[src/rtl/spi_pkg.sv]
// Shared SPI definitions: FSM states, frame width and the cpol/cpha mode pair.
// Used by both ends of the link.
package spi_pkg;

   localparam int SPI_DATA_WIDTH = 8;

   typedef enum logic [1:0] {
      ST_IDLE  = 2'b00,
      ST_SHIFT = 2'b01,
      ST_DONE  = 2'b10
   } state_t;

   typedef struct packed {
      logic cpol;
      logic cpha;
   } mode_t;

   // Leading edge is the transition away from the idle sclk level.
   function automatic logic lead_edge(input mode_t m, input logic rise, input logic fall);
      return m.cpol ? fall : rise;
   endfunction

endpackage

[src/rtl/spi_slave_if.sv]
// SPI pin bundle between a master and a responder.
interface spi_slave_if;
   logic sclk;
   logic ss_n;
   logic mosi;
   logic miso;
   logic miso_oe;

   modport master (output sclk, output ss_n, output mosi, input miso, input miso_oe);
   modport slave  (input sclk, input ss_n, input mosi, output miso, output miso_oe);
endinterface

[src/rtl/spi_sync_edge.sv]
// Multi-flop synchroniser for an asynchronous pin, with one extra flop
// providing single-cycle rise/fall pulses on the synchronised level.
module spi_sync_edge #(
   parameter int   SYNC_STAGES = 2,
   parameter logic RESET_VAL   = 1'b0
) (
   input  logic clk,
   input  logic reset,
   input  logic d,
   output logic q,
   output logic rise,
   output logic fall
);

   logic [SYNC_STAGES-1:0] chain_r;
   logic                   prev_r;

   // Synchroniser chain plus the history flop used for edge detection.
   always_ff @(posedge clk or negedge reset) begin
      if (!reset) begin
         chain_r <= {SYNC_STAGES{RESET_VAL}};
         prev_r  <= RESET_VAL;
      end else begin
         chain_r <= {chain_r[SYNC_STAGES-2:0], d};
         prev_r  <= chain_r[SYNC_STAGES-1];
      end
   end

   assign q    = chain_r[SYNC_STAGES-1];
   assign rise = chain_r[SYNC_STAGES-1] & ~prev_r;
   assign fall = ~chain_r[SYNC_STAGES-1] & prev_r;

endmodule

[src/rtl/spi_slave.sv]
// SPI responder: oversampled sclk/ss_n/mosi, all four modes, MSB-first frames,
// single-entry transmit buffer reloaded at every frame/byte boundary.
module spi_slave
   import spi_pkg::*;
#(
   parameter int DATA_WIDTH  = SPI_DATA_WIDTH,
   parameter int SYNC_STAGES = 2
) (
   input  logic                  clk,
   input  logic                  reset,
   input  logic                  cpol,
   input  logic                  cpha,
   input  logic [DATA_WIDTH-1:0] din,
   input  logic                  wr_tx,
   output logic [DATA_WIDTH-1:0] dout,
   output logic                  rx_done_tick,
   output logic                  tx_empty,
   output logic                  busy,
   spi_slave_if.slave            spi
);

   localparam int              CNT_W    = $clog2(DATA_WIDTH) + 1;
   localparam logic [CNT_W-1:0] LAST_BIT = CNT_W'(DATA_WIDTH - 1);
   localparam logic [CNT_W-1:0] CNT_ONE  = CNT_W'(1);

   logic sclk_unused_q_s, sclk_rise_s, sclk_fall_s;
   logic ss_q_s, ss_rise_s, ss_fall_s;
   logic mosi_q_s, mosi_unused_rise_s, mosi_unused_fall_s;

   state_t                state_r, state_next_s;
   mode_t                 mode_r;
   logic [DATA_WIDTH-1:0] tx_buf_r, tx_shift_r, rx_shift_r, dout_r;
   logic [CNT_W-1:0]      bit_cnt_r;
   logic                  tx_empty_r, skip_r, tick_r;
   logic                  lead_s, trail_s, sample_s, shift_edge_s, load_s;
   logic                  busy_s, oe_s;

   spi_sync_edge #(.SYNC_STAGES(SYNC_STAGES), .RESET_VAL(1'b0)) u_sync_sclk (
      .clk(clk), .reset(reset), .d(spi.sclk),
      .q(sclk_unused_q_s), .rise(sclk_rise_s), .fall(sclk_fall_s)
   );

   spi_sync_edge #(.SYNC_STAGES(SYNC_STAGES), .RESET_VAL(1'b1)) u_sync_ss (
      .clk(clk), .reset(reset), .d(spi.ss_n),
      .q(ss_q_s), .rise(ss_rise_s), .fall(ss_fall_s)
   );

   spi_sync_edge #(.SYNC_STAGES(SYNC_STAGES), .RESET_VAL(1'b0)) u_sync_mosi (
      .clk(clk), .reset(reset), .d(spi.mosi),
      .q(mosi_q_s), .rise(mosi_unused_rise_s), .fall(mosi_unused_fall_s)
   );

   // Map detected sclk edges onto sample/shift roles for the latched mode.
   always_comb begin
      lead_s       = lead_edge(mode_r, sclk_rise_s, sclk_fall_s);
      trail_s      = lead_edge(mode_r, sclk_fall_s, sclk_rise_s);
      sample_s     = mode_r.cpha ? trail_s : lead_s;
      shift_edge_s = mode_r.cpha ? lead_s : trail_s;
   end

   // State register.
   always_ff @(posedge clk or negedge reset) begin
      if (!reset) begin
         state_r <= ST_IDLE;
      end else begin
         state_r <= state_next_s;
      end
   end

   // Next-state logic; a completing 8th sample wins over a simultaneous deselect.
   always_comb begin
      state_next_s = state_r;
      case (state_r)
         ST_IDLE:  state_next_s = ss_fall_s ? ST_SHIFT : ST_IDLE;
         ST_SHIFT: begin
            if (sample_s && (bit_cnt_r == LAST_BIT)) begin
               state_next_s = ST_DONE;
            end else if (ss_rise_s) begin
               state_next_s = ST_IDLE;
            end else begin
               state_next_s = ST_SHIFT;
            end
         end
         ST_DONE:  state_next_s = ss_q_s ? ST_IDLE : ST_SHIFT;
         default:  state_next_s = ST_IDLE;
      endcase
   end

   // State-decoded outputs.
   always_comb begin
      busy_s = 1'b0;
      oe_s   = 1'b0;
      case (state_r)
         ST_IDLE:  begin busy_s = 1'b0; oe_s = 1'b0; end
         ST_SHIFT: begin busy_s = 1'b1; oe_s = 1'b1; end
         ST_DONE:  begin busy_s = 1'b1; oe_s = 1'b1; end
         default:  begin busy_s = 1'b0; oe_s = 1'b0; end
      endcase
   end

   // A transmit load happens at frame start and at every in-burst byte boundary.
   always_comb begin
      if ((state_r == ST_IDLE) && ss_fall_s) begin
         load_s = 1'b1;
      end else if ((state_r == ST_DONE) && !ss_q_s) begin
         load_s = 1'b1;
      end else begin
         load_s = 1'b0;
      end
   end

   // Transmit buffer; a same-cycle write beats the load's empty flag.
   always_ff @(posedge clk or negedge reset) begin
      if (!reset) begin
         tx_buf_r   <= {DATA_WIDTH{1'b0}};
         tx_empty_r <= 1'b1;
      end else if (wr_tx) begin
         tx_buf_r   <= din;
         tx_empty_r <= 1'b0;
      end else if (load_s) begin
         tx_empty_r <= 1'b1;
      end
   end

   // Shift datapath; skip_r swallows the shift edge that precedes the first bit.
   always_ff @(posedge clk or negedge reset) begin
      if (!reset) begin
         tx_shift_r <= {DATA_WIDTH{1'b0}};
         rx_shift_r <= {DATA_WIDTH{1'b0}};
         bit_cnt_r  <= {CNT_W{1'b0}};
         skip_r     <= 1'b0;
         mode_r     <= '{cpol: 1'b0, cpha: 1'b0};
      end else if (load_s) begin
         tx_shift_r <= wr_tx ? din : tx_buf_r;
         rx_shift_r <= {DATA_WIDTH{1'b0}};
         bit_cnt_r  <= {CNT_W{1'b0}};
         skip_r     <= (state_r == ST_DONE) ? 1'b1 : cpha;
         if (state_r == ST_IDLE) begin
            mode_r <= '{cpol: cpol, cpha: cpha};
         end
      end else if (state_r == ST_SHIFT) begin
         if (sample_s) begin
            rx_shift_r <= {rx_shift_r[DATA_WIDTH-2:0], mosi_q_s};
            bit_cnt_r  <= bit_cnt_r + CNT_ONE;
         end
         if (shift_edge_s && skip_r) begin
            skip_r <= 1'b0;
         end else if (shift_edge_s) begin
            tx_shift_r <= {tx_shift_r[DATA_WIDTH-2:0], 1'b0};
         end
      end
   end

   // Received-byte presentation.
   always_ff @(posedge clk or negedge reset) begin
      if (!reset) begin
         dout_r <= {DATA_WIDTH{1'b0}};
         tick_r <= 1'b0;
      end else if (state_r == ST_DONE) begin
         dout_r <= rx_shift_r;
         tick_r <= 1'b1;
      end else begin
         tick_r <= 1'b0;
      end
   end

   assign dout         = dout_r;
   assign rx_done_tick = tick_r;
   assign tx_empty     = tx_empty_r;
   assign busy         = busy_s;
   assign spi.miso     = tx_shift_r[DATA_WIDTH-1];
   assign spi.miso_oe  = oe_s;

endmodule

[src/flat_wrapper.sv]
// flat-port wrapper written by rule: the top's interface ports become plain ports
module spi_slave_flat import spi_pkg::*;
#(
   parameter int DATA_WIDTH  = SPI_DATA_WIDTH,
   parameter int SYNC_STAGES = 2
)
  (clk, reset, cpol, cpha, din, wr_tx, dout, rx_done_tick, tx_empty, busy, spi_sclk, spi_ss_n, spi_mosi, spi_miso, spi_miso_oe);
  spi_slave_if spi_i ();
  input  logic clk;
  input  logic reset;
  input  logic cpol;
  input  logic cpha;
  input  logic [DATA_WIDTH-1:0] din;
  input  logic wr_tx;
  output logic [DATA_WIDTH-1:0] dout;
  output logic rx_done_tick;
  output logic tx_empty;
  output logic busy;
  input wire logic [$bits(spi_i.sclk)-1:0] spi_sclk;
  input wire logic [$bits(spi_i.ss_n)-1:0] spi_ss_n;
  input wire logic [$bits(spi_i.mosi)-1:0] spi_mosi;
  output wire logic [$bits(spi_i.miso)-1:0] spi_miso;
  output wire logic [$bits(spi_i.miso_oe)-1:0] spi_miso_oe;
  assign spi_i.sclk = spi_sclk;
  assign spi_i.ss_n = spi_ss_n;
  assign spi_i.mosi = spi_mosi;
  assign spi_miso = spi_i.miso;
  assign spi_miso_oe = spi_i.miso_oe;
  spi_slave #(.DATA_WIDTH(DATA_WIDTH), .SYNC_STAGES(SYNC_STAGES)) u_core (.clk(clk), .reset(reset), .cpol(cpol), .cpha(cpha), .din(din), .wr_tx(wr_tx), .dout(dout), .rx_done_tick(rx_done_tick), .tx_empty(tx_empty), .busy(busy), .spi(spi_i));
endmodule
[config.mk]
export PLATFORM = sky130hd
export DESIGN_NAME = spi_slave_flat
export DESIGN_NICKNAME = d
export VERILOG_FILES = /design/src/rtl/spi_pkg.sv /design/src/rtl/spi_slave_if.sv /design/src/rtl/spi_sync_edge.sv /design/src/rtl/spi_slave.sv /design/src/flat_wrapper.sv
export SDC_FILE = /design/constraint.sdc
export NUM_CORES = 1
export LEC_CHECK = 0
export ABC_AREA = 1
export CORE_MARGIN = 5
export CORE_UTILIZATION = 55
export DETAILED_ROUTE_END_ITERATION = 16
export GPL_TIMING_DRIVEN = 1
export PLACE_DENSITY = 0.84
export SYNTH_ARGS = -nofsm -noshare
export SYNTH_HDL_FRONTEND = slang
export SYNTH_HIERARCHICAL = 1
export SYNTH_SLANG_ARGS = --single-unit
[constraint.sdc]
create_clock -name clk -period 1.7 [get_ports clk]
set_input_delay 0.17 -clock clk [delete_from_list [all_inputs] [get_ports clk]]
set_output_delay 0.17 -clock clk [all_outputs]
set_load 0.02 [all_outputs]
==> results.py, run 1 <==
metrics = {
    "global_route": {
        "antenna_found_initial": 0,
        "busiest_layer": "met2",
        "grt_pass1_wl_um": 7380,
        "use_met1_pct": 20.2,
        "use_met3_pct": 4.09,
        "track_usage_pct": 16.9,
        "grt-ovfl-total": 0,
        "grt_use_met2_pct": 30.3,
        "grt_start_max_net_pins": 26,
        "grt_pass1_vias": 1744,
    },
    "sta": {
        "slew_violations": 0,
        "clock_skew_ns": 0.00591,
        "rsz0062_at_grt": "false",
        "tightestPinTransition_ns": 0.543,
        "hold_slack_ns": 0.273,
        "setup-tns-final_ns": 0,
        "fin_crit_sh_pct": 93.7,
        "final-setup-viol-count": 0,
        "clock.fmax_ghz": 0.628,
        "final-hold-violation-count": 0,
        "fin_crit_ns": 1.59,
        "max_slew_margin_pct": 63.8,
        "final.setup.worst_slack_ns": 0.107,
    },
    "setup_path": {
        "critPathArrivalTime_ns": 1.42,
        "startpoint": "u_core/tx_empty",
        "crit_end": "tx_empty",
        "critPathRequiredTime_ns": 1.53,
        "cp_max_fo": 2,
        "crit_type": "flip-flop to primary output",
        "crit_path_top_delay_cell": "clkdlybuf4s50_1",
        "critical-path-max-stage-delay_ns": 0.59,
        "reg2reg_depth": 8,
        "critPathLaunchType": "flip-flop",
        "rrSetupSlack_ns": 0.11,
        "reg2reg_to": "u_core/tx_shift_r[3]",
        "cp.depth": 1,
        "end_kind": "primary output",
        "timing.rr.start": "u_core/state_r[0]",
        "cp_top_family": "buffers and inverters",
        "crit_chain": "clkdlybuf4s50_1",
        "crit_buf_inv": 1,
    },
    "cts": {
        "clockRootBuffer": "clkbuf_8",
        "cts_setup_buffers": 0,
        "clk_pin_slew_worst_paths_ns": 0.09,
        "htree_levels": 2,
        "clock_latency_ns": 0.30,
        "clock-sinks": 51,
        "clockBufferDepth": 2,
        "cts_tree": "done",
        "cts_made_buffers": 5,
    },
    "power": {
        "leakagePower_nw": 1.44,
        "p_per_area_mw_per_mm2": 1310,
        "power_switching_mw": 1.23,
        "switching_share_pct": 34.0,
        "pwr-share-comb_pct": 31.1,
        "p_int_mw": 2.39,
        "peakVddDrop_uv": 840,
        "p_seq_share_pct": 45.3,
        "clockPowerShare_pct": 23.6,
    },
    "route": {
        "viasPerCell": 5.14,
        "wl_per_cell_um": 12.8,
        "ant_nets": 0,
        "dr.first_iter.drc_count": 44,
        "via_count": 1741,
        "firstDrtPassIters": 4,
        "wirelength_um": 4350,
        "drc": 0,
    },
    "die": {
        "rows": 23,
        "design.portCount": 29,
        "die_w_um": 75.5,
        "die-height_um": 75.5,
        "start_util_pct": 57.7,
        "coreArea_mm2": 0.00409,
        "die_area_mm2": 0.00569,
    },
    "placed_design": {
        "io_buffers": 28,
        "pre_cts_ws_ns": 0.0468,
        "dp_hpwl_um": 3210,
        "routabilityCongestion": 0.773,
    },
    "cells_and_area": {
        "antenna_cells": 0,
        "fill_cells": 333,
        "areaGrowthSynthToFinish_pct": 17.7,
        "drive_gt1_share_pct": 13.1,
        "final_nets": 309,
        "final_common_cell": "nand2_1",
        "final_cell_mix": "78 x nand2_1, 47 x dfrtp_1, 26 x inv_1",
    },
    "synth": {
        "ys_warn_count": 6,
        "syn_nets": 278,
        "syn_inst": 257,
        "syn-cell-area_mm2": 0.00236,
        "post_synth.cell_area_avg_um2": 9.17,
    },
    "run": {
        "maxCapViolCount": 0,
    },
    "min_path": {
        "hp-class": "input port to flip-flop",
    },
    "run_status": {
        "status": "finished, final reports clean",
    },
}
[metal layers]
layer,wire length [um],up-vias,share of wire [%]
met2,2290,25,53
met1,1860,847,43
met4,40,0,0.92
met5,0,-,0
met3,165,5,3.8
li1,-,864,-
[flip-flops by register name, summed over array words and instances (netlist names), 2 cells and up]
signal                      count
u_core/dout                     8
u_core/tx_shift_r               8
u_core/bit_cnt_r                4
u_core/u_sync_sclk/chain_r      2
u_core/u_sync_mosi/chain_r      2
u_core/mode_r                   2
u_core/u_sync_ss/chain_r        2
u_core/rx_shift_r               8
u_core/tx_buf_r                 8
u_core/state_r                  2
[repair_timing]
action	4_1_cts	5_1_grt
hold buffers	1	0
endpoints found under the hold margin	20	0
gates resized for setup	2	3
endpoints found under the setup margin	2	8
[power by group through the flow]
stage	registers, mW	clock network [mW]	logic, mW
finish	1.64	0.855	1.13
global route	1.67	0.923	1.27
CTS	1.64	0.870	1.13
detailed placement	1.66	0	1.13
global placement	1.65	0	1.07
floorplan	1.66	0	0.826
[through the flow]
step                      total power [mW]  std cells  util [%]  area (um^2)
after floorplan                       2.49        257         -         2360
after global placement                2.72        330      64.6         2640
after detailed placement              2.79        330      64.6         2640
after CTS                             3.64        339      67.7         2770
after global routing                  3.86        339      67.9         2770
final                                 3.63        339      67.9         2770
[layout make-up]
cell class / count / area (um^2) / area share [%]
Timing Repair Buffer: 33 / 329 / 11.9
Clock inverter: 2 / 35.0 / 1.26
Tap cell: 50 / 62.6 / 2.26
Sequential cell: 51 / 1280 / 46.2
Inverter: 29 / 116 / 4.19
Multi-Input combinational cell: 168 / 867 / 31.3
Clock buffer: 6 / 82.6 / 2.98
[worst min-delay path by stage]
stage                                        endpoint  depth (start not counted)  slack (ns)     start
after CTS                 u_core/u_sync_ss/chain_r[0]                          1        0.27  spi_ss_n
final                     u_core/u_sync_ss/chain_r[0]                          1        0.27  spi_ss_n
after global placement      u_core/u_sync_sclk/prev_r                          1        0.17     reset
after global routing      u_core/u_sync_ss/chain_r[0]                          1        0.26  spi_ss_n
after detailed placement    u_core/u_sync_sclk/prev_r                          1        0.18     reset
after floorplan                   u_core/bit_cnt_r[0]                          0       -0.13     reset
No activity file was read; power rests on OpenSTA's default activity.
==> inputs of run 2 (changes only) <==
--- a/config.mk
+++ b/config.mk
@@ -6,8 +6,9 @@
 export NUM_CORES = 1
 export LEC_CHECK = 0
 export ABC_AREA = 1
-export CORE_MARGIN = 5
+export CORE_MARGIN = 3
 export CORE_UTILIZATION = 55
+export CTS_CLUSTER_SIZE = 12
 export DETAILED_ROUTE_END_ITERATION = 16
 export GPL_TIMING_DRIVEN = 1
 export PLACE_DENSITY = 0.84
==> run 2 against run 1 <==
Clock skew up 0.0034 ns. Register-to-register slack better by 0.04 ns. Die area down 10%. Sequential share of layout area up 0.38 points. Non-clock buffer count down 1. Flip-flop and latch count unchanged. Cell area down 0.81%. First-iteration DRC count rose to 3.2 times the previous value. Global-route usage up 1.8 points. Worst setup slack worse by 0.0085 ns. Via count down 2.4%. Critical path type unchanged.
==> results.py, run 2 (synthesis results as in run 1) <==
metrics = {
    "run_status": {
        "status": "finished, final reports clean",
    },
    "sta": {
        "setup-tns-final_ns": 0,
        "max_slew_margin_pct": 64.1,
        "clock_skew_ns": 0.00928,
        "clock.fmax_ghz": 0.625,
        "tightestPinTransition_ns": 0.539,
        "final-setup-viol-count": 0,
        "rsz0062_at_grt": "false",
        "fin_crit_sh_pct": 94.2,
        "slew_violations": 0,
        "fin_crit_ns": 1.60,
        "final-hold-violation-count": 0,
    },
    "power": {
        "leakagePower_nw": 1.43,
        "power_mw": 3.56,
        "peakVddDrop_uv": 802,
        "p_per_area_mw_per_mm2": 1290,
    },
    "global_route": {
        "grt-ovfl-total": 0,
        "grt_start_max_net_pins": 30,
        "grt_pass1_wl_um": 7310,
        "antenna_found_initial": 0,
        "track_usage_pct": 18.6,
        "grt_pass1_vias": 1657,
    },
    "setup_path": {
        "critPathArrivalTime_ns": 1.43,
        "critPathLaunchType": "flip-flop",
        "crit_buf_inv": 1,
        "critical-path-max-stage-delay_ns": 0.59,
        "reg2reg_depth": 8,
        "cp_top_family": "buffers and inverters",
        "crit_chain": "clkdlybuf4s50_1",
        "critPathRequiredTime_ns": 1.53,
        "cp.depth": 1,
        "end_kind": "primary output",
        "crit_path_top_delay_cell": "clkdlybuf4s50_1",
        "crit_type": "flip-flop to primary output",
        "cp_max_fo": 2,
    },
    "cts": {
        "clockBufferDepth": 2,
        "htree_levels": 2,
        "clockRootBuffer": "clkbuf_8",
        "cts_tree": "done",
        "cts_setup_buffers": 0,
        "cts_made_buffers": 5,
        "clock_latency_ns": 0.30,
        "clk_pin_slew_worst_paths_ns": 0.08,
        "clock-sinks": 51,
    },
    "route": {
        "ant_nets": 0,
        "viasPerCell": 5.03,
        "firstDrtPassIters": 4,
        "dr.first_iter.drc_count": 142,
        "via_count": 1700,
        "wl_per_cell_um": 12.5,
        "drc": 0,
        "wirelength_um": 4240,
    },
    "min_path": {
        "holdPathStages": 1,
        "hp-class": "input port to flip-flop",
    },
    "placed_design": {
        "io_buffers": 28,
        "dp_hpwl_um": 3010,
        "dp_cells": 329,
        "routabilityCongestion": 0.837,
        "placed_area_mm2": 0.00263,
    },
    "cells_and_area": {
        "fill_cells": 303,
        "final_area_mm2": 0.00275,
        "regArea_mm2": 0.00128,
        "stdcell_count": 338,
        "antenna_cells": 0,
        "areaGrowthSynthToFinish_pct": 16.7,
        "final_nets": 308,
        "final_common_cell": "nand2_1",
        "final_cell_mix": "78 x nand2_1, 47 x dfrtp_1, 26 x inv_1",
        "multi_input_area_um2": 867,
        "drive_gt1_share_pct": 12.2,
    },
    "die": {
        "start_util_pct": 58.1,
        "design.portCount": 29,
        "die_area_mm2": 0.00511,
        "die-height_um": 71.5,
        "die_w_um": 71.5,
        "coreArea_mm2": 0.00406,
        "rows": 23,
    },
    "run": {
        "maxCapViolCount": 0,
    },
}
-- run 2: changes by cell type in the layout (fill, tap and decap cells not counted), sizes merged --
cell,change
buf,-1
clkbuf,+1
clkinv,-1
-- run 2: worst paths after layout --
check                                                 to  slack [ns]                     startpoint
min reg2reg                u_core/u_sync_mosi/chain_r[1]        0.35  u_core/u_sync_mosi/chain_r[0]
min in group asynchronous           u_core/tx_shift_r[2]        0.38                          reset
max                                             tx_empty         0.1                u_core/tx_empty
max in group asynchronous    u_core/u_sync_ss/chain_r[0]        0.72                          reset
max reg2reg                         u_core/rx_shift_r[6]        0.15              u_core/state_r[0]
min                          u_core/u_sync_ss/chain_r[0]        0.27                       spi_ss_n
-- run 2: final cells by class --
class / instances / share of cell area (%)
Timing Repair Buffer: 32 / 11.6
Clock buffer: 7 / 2.77
Clock inverter: 1 / 1.09
Sequential cell: 51 / 46.6
Multi-Input combinational cell: 168 / 31.5
Inverter: 29 / 4.23
Tap cell: 50 / 2.27
-- run 2: what timing repair did --
action | 4_1_cts | 5_1_grt
hold buffers | 1 | 0
setup endpoints to repair | 2 | 8
hold endpoints to repair | 21 | 0
resized for setup | 2 | 2
-- run 2: where the power goes --
part	internal [mW]	leakage, nW	switching, mW
Clock	0.440	0.0524	0.368
Sequential	1.49	0.643	0.157
Combinational	0.424	0.731	0.684
-- run 2: stage by stage --
step	worst slack (ns)	util (%)	hold slack, ns
4_1_cts	0.0867	67.7	0.261
3_5_place_dp	0.127	64.9	0.188
5_1_grt	0.0144	67.8	0.258
3_3_place_gp	0.214	64.9	0.184
2_1_floorplan	0.310	-	-0.126
6_report	0.0989	67.8	0.275
-- run 2: routing by layer --
layer  GRT usage (%)  part of all wire, %  vias up
met5               0                    0        -
met4            10.2                  4.2        0
met3            4.21                  3.6       16
met2            28.7                   47       38
met1            24.5                   45      788
li1                -                    -      858
==> inputs of run 3 (changes only) <==
--- a/config.mk
+++ b/config.mk
@@ -8,9 +8,10 @@
 export ABC_AREA = 1
 export CORE_MARGIN = 3
 export CORE_UTILIZATION = 55
-export CTS_CLUSTER_SIZE = 12
+export CTS_CLUSTER_SIZE = 24
 export DETAILED_ROUTE_END_ITERATION = 16
 export GPL_TIMING_DRIVEN = 1
+export HOLD_SLACK_MARGIN = 0.1
 export PLACE_DENSITY = 0.84
 export SYNTH_ARGS = -nofsm -noshare
 export SYNTH_HDL_FRONTEND = slang
==> results of run 3 <==
Final layout, timing and power as in run 2 (identical DEF).
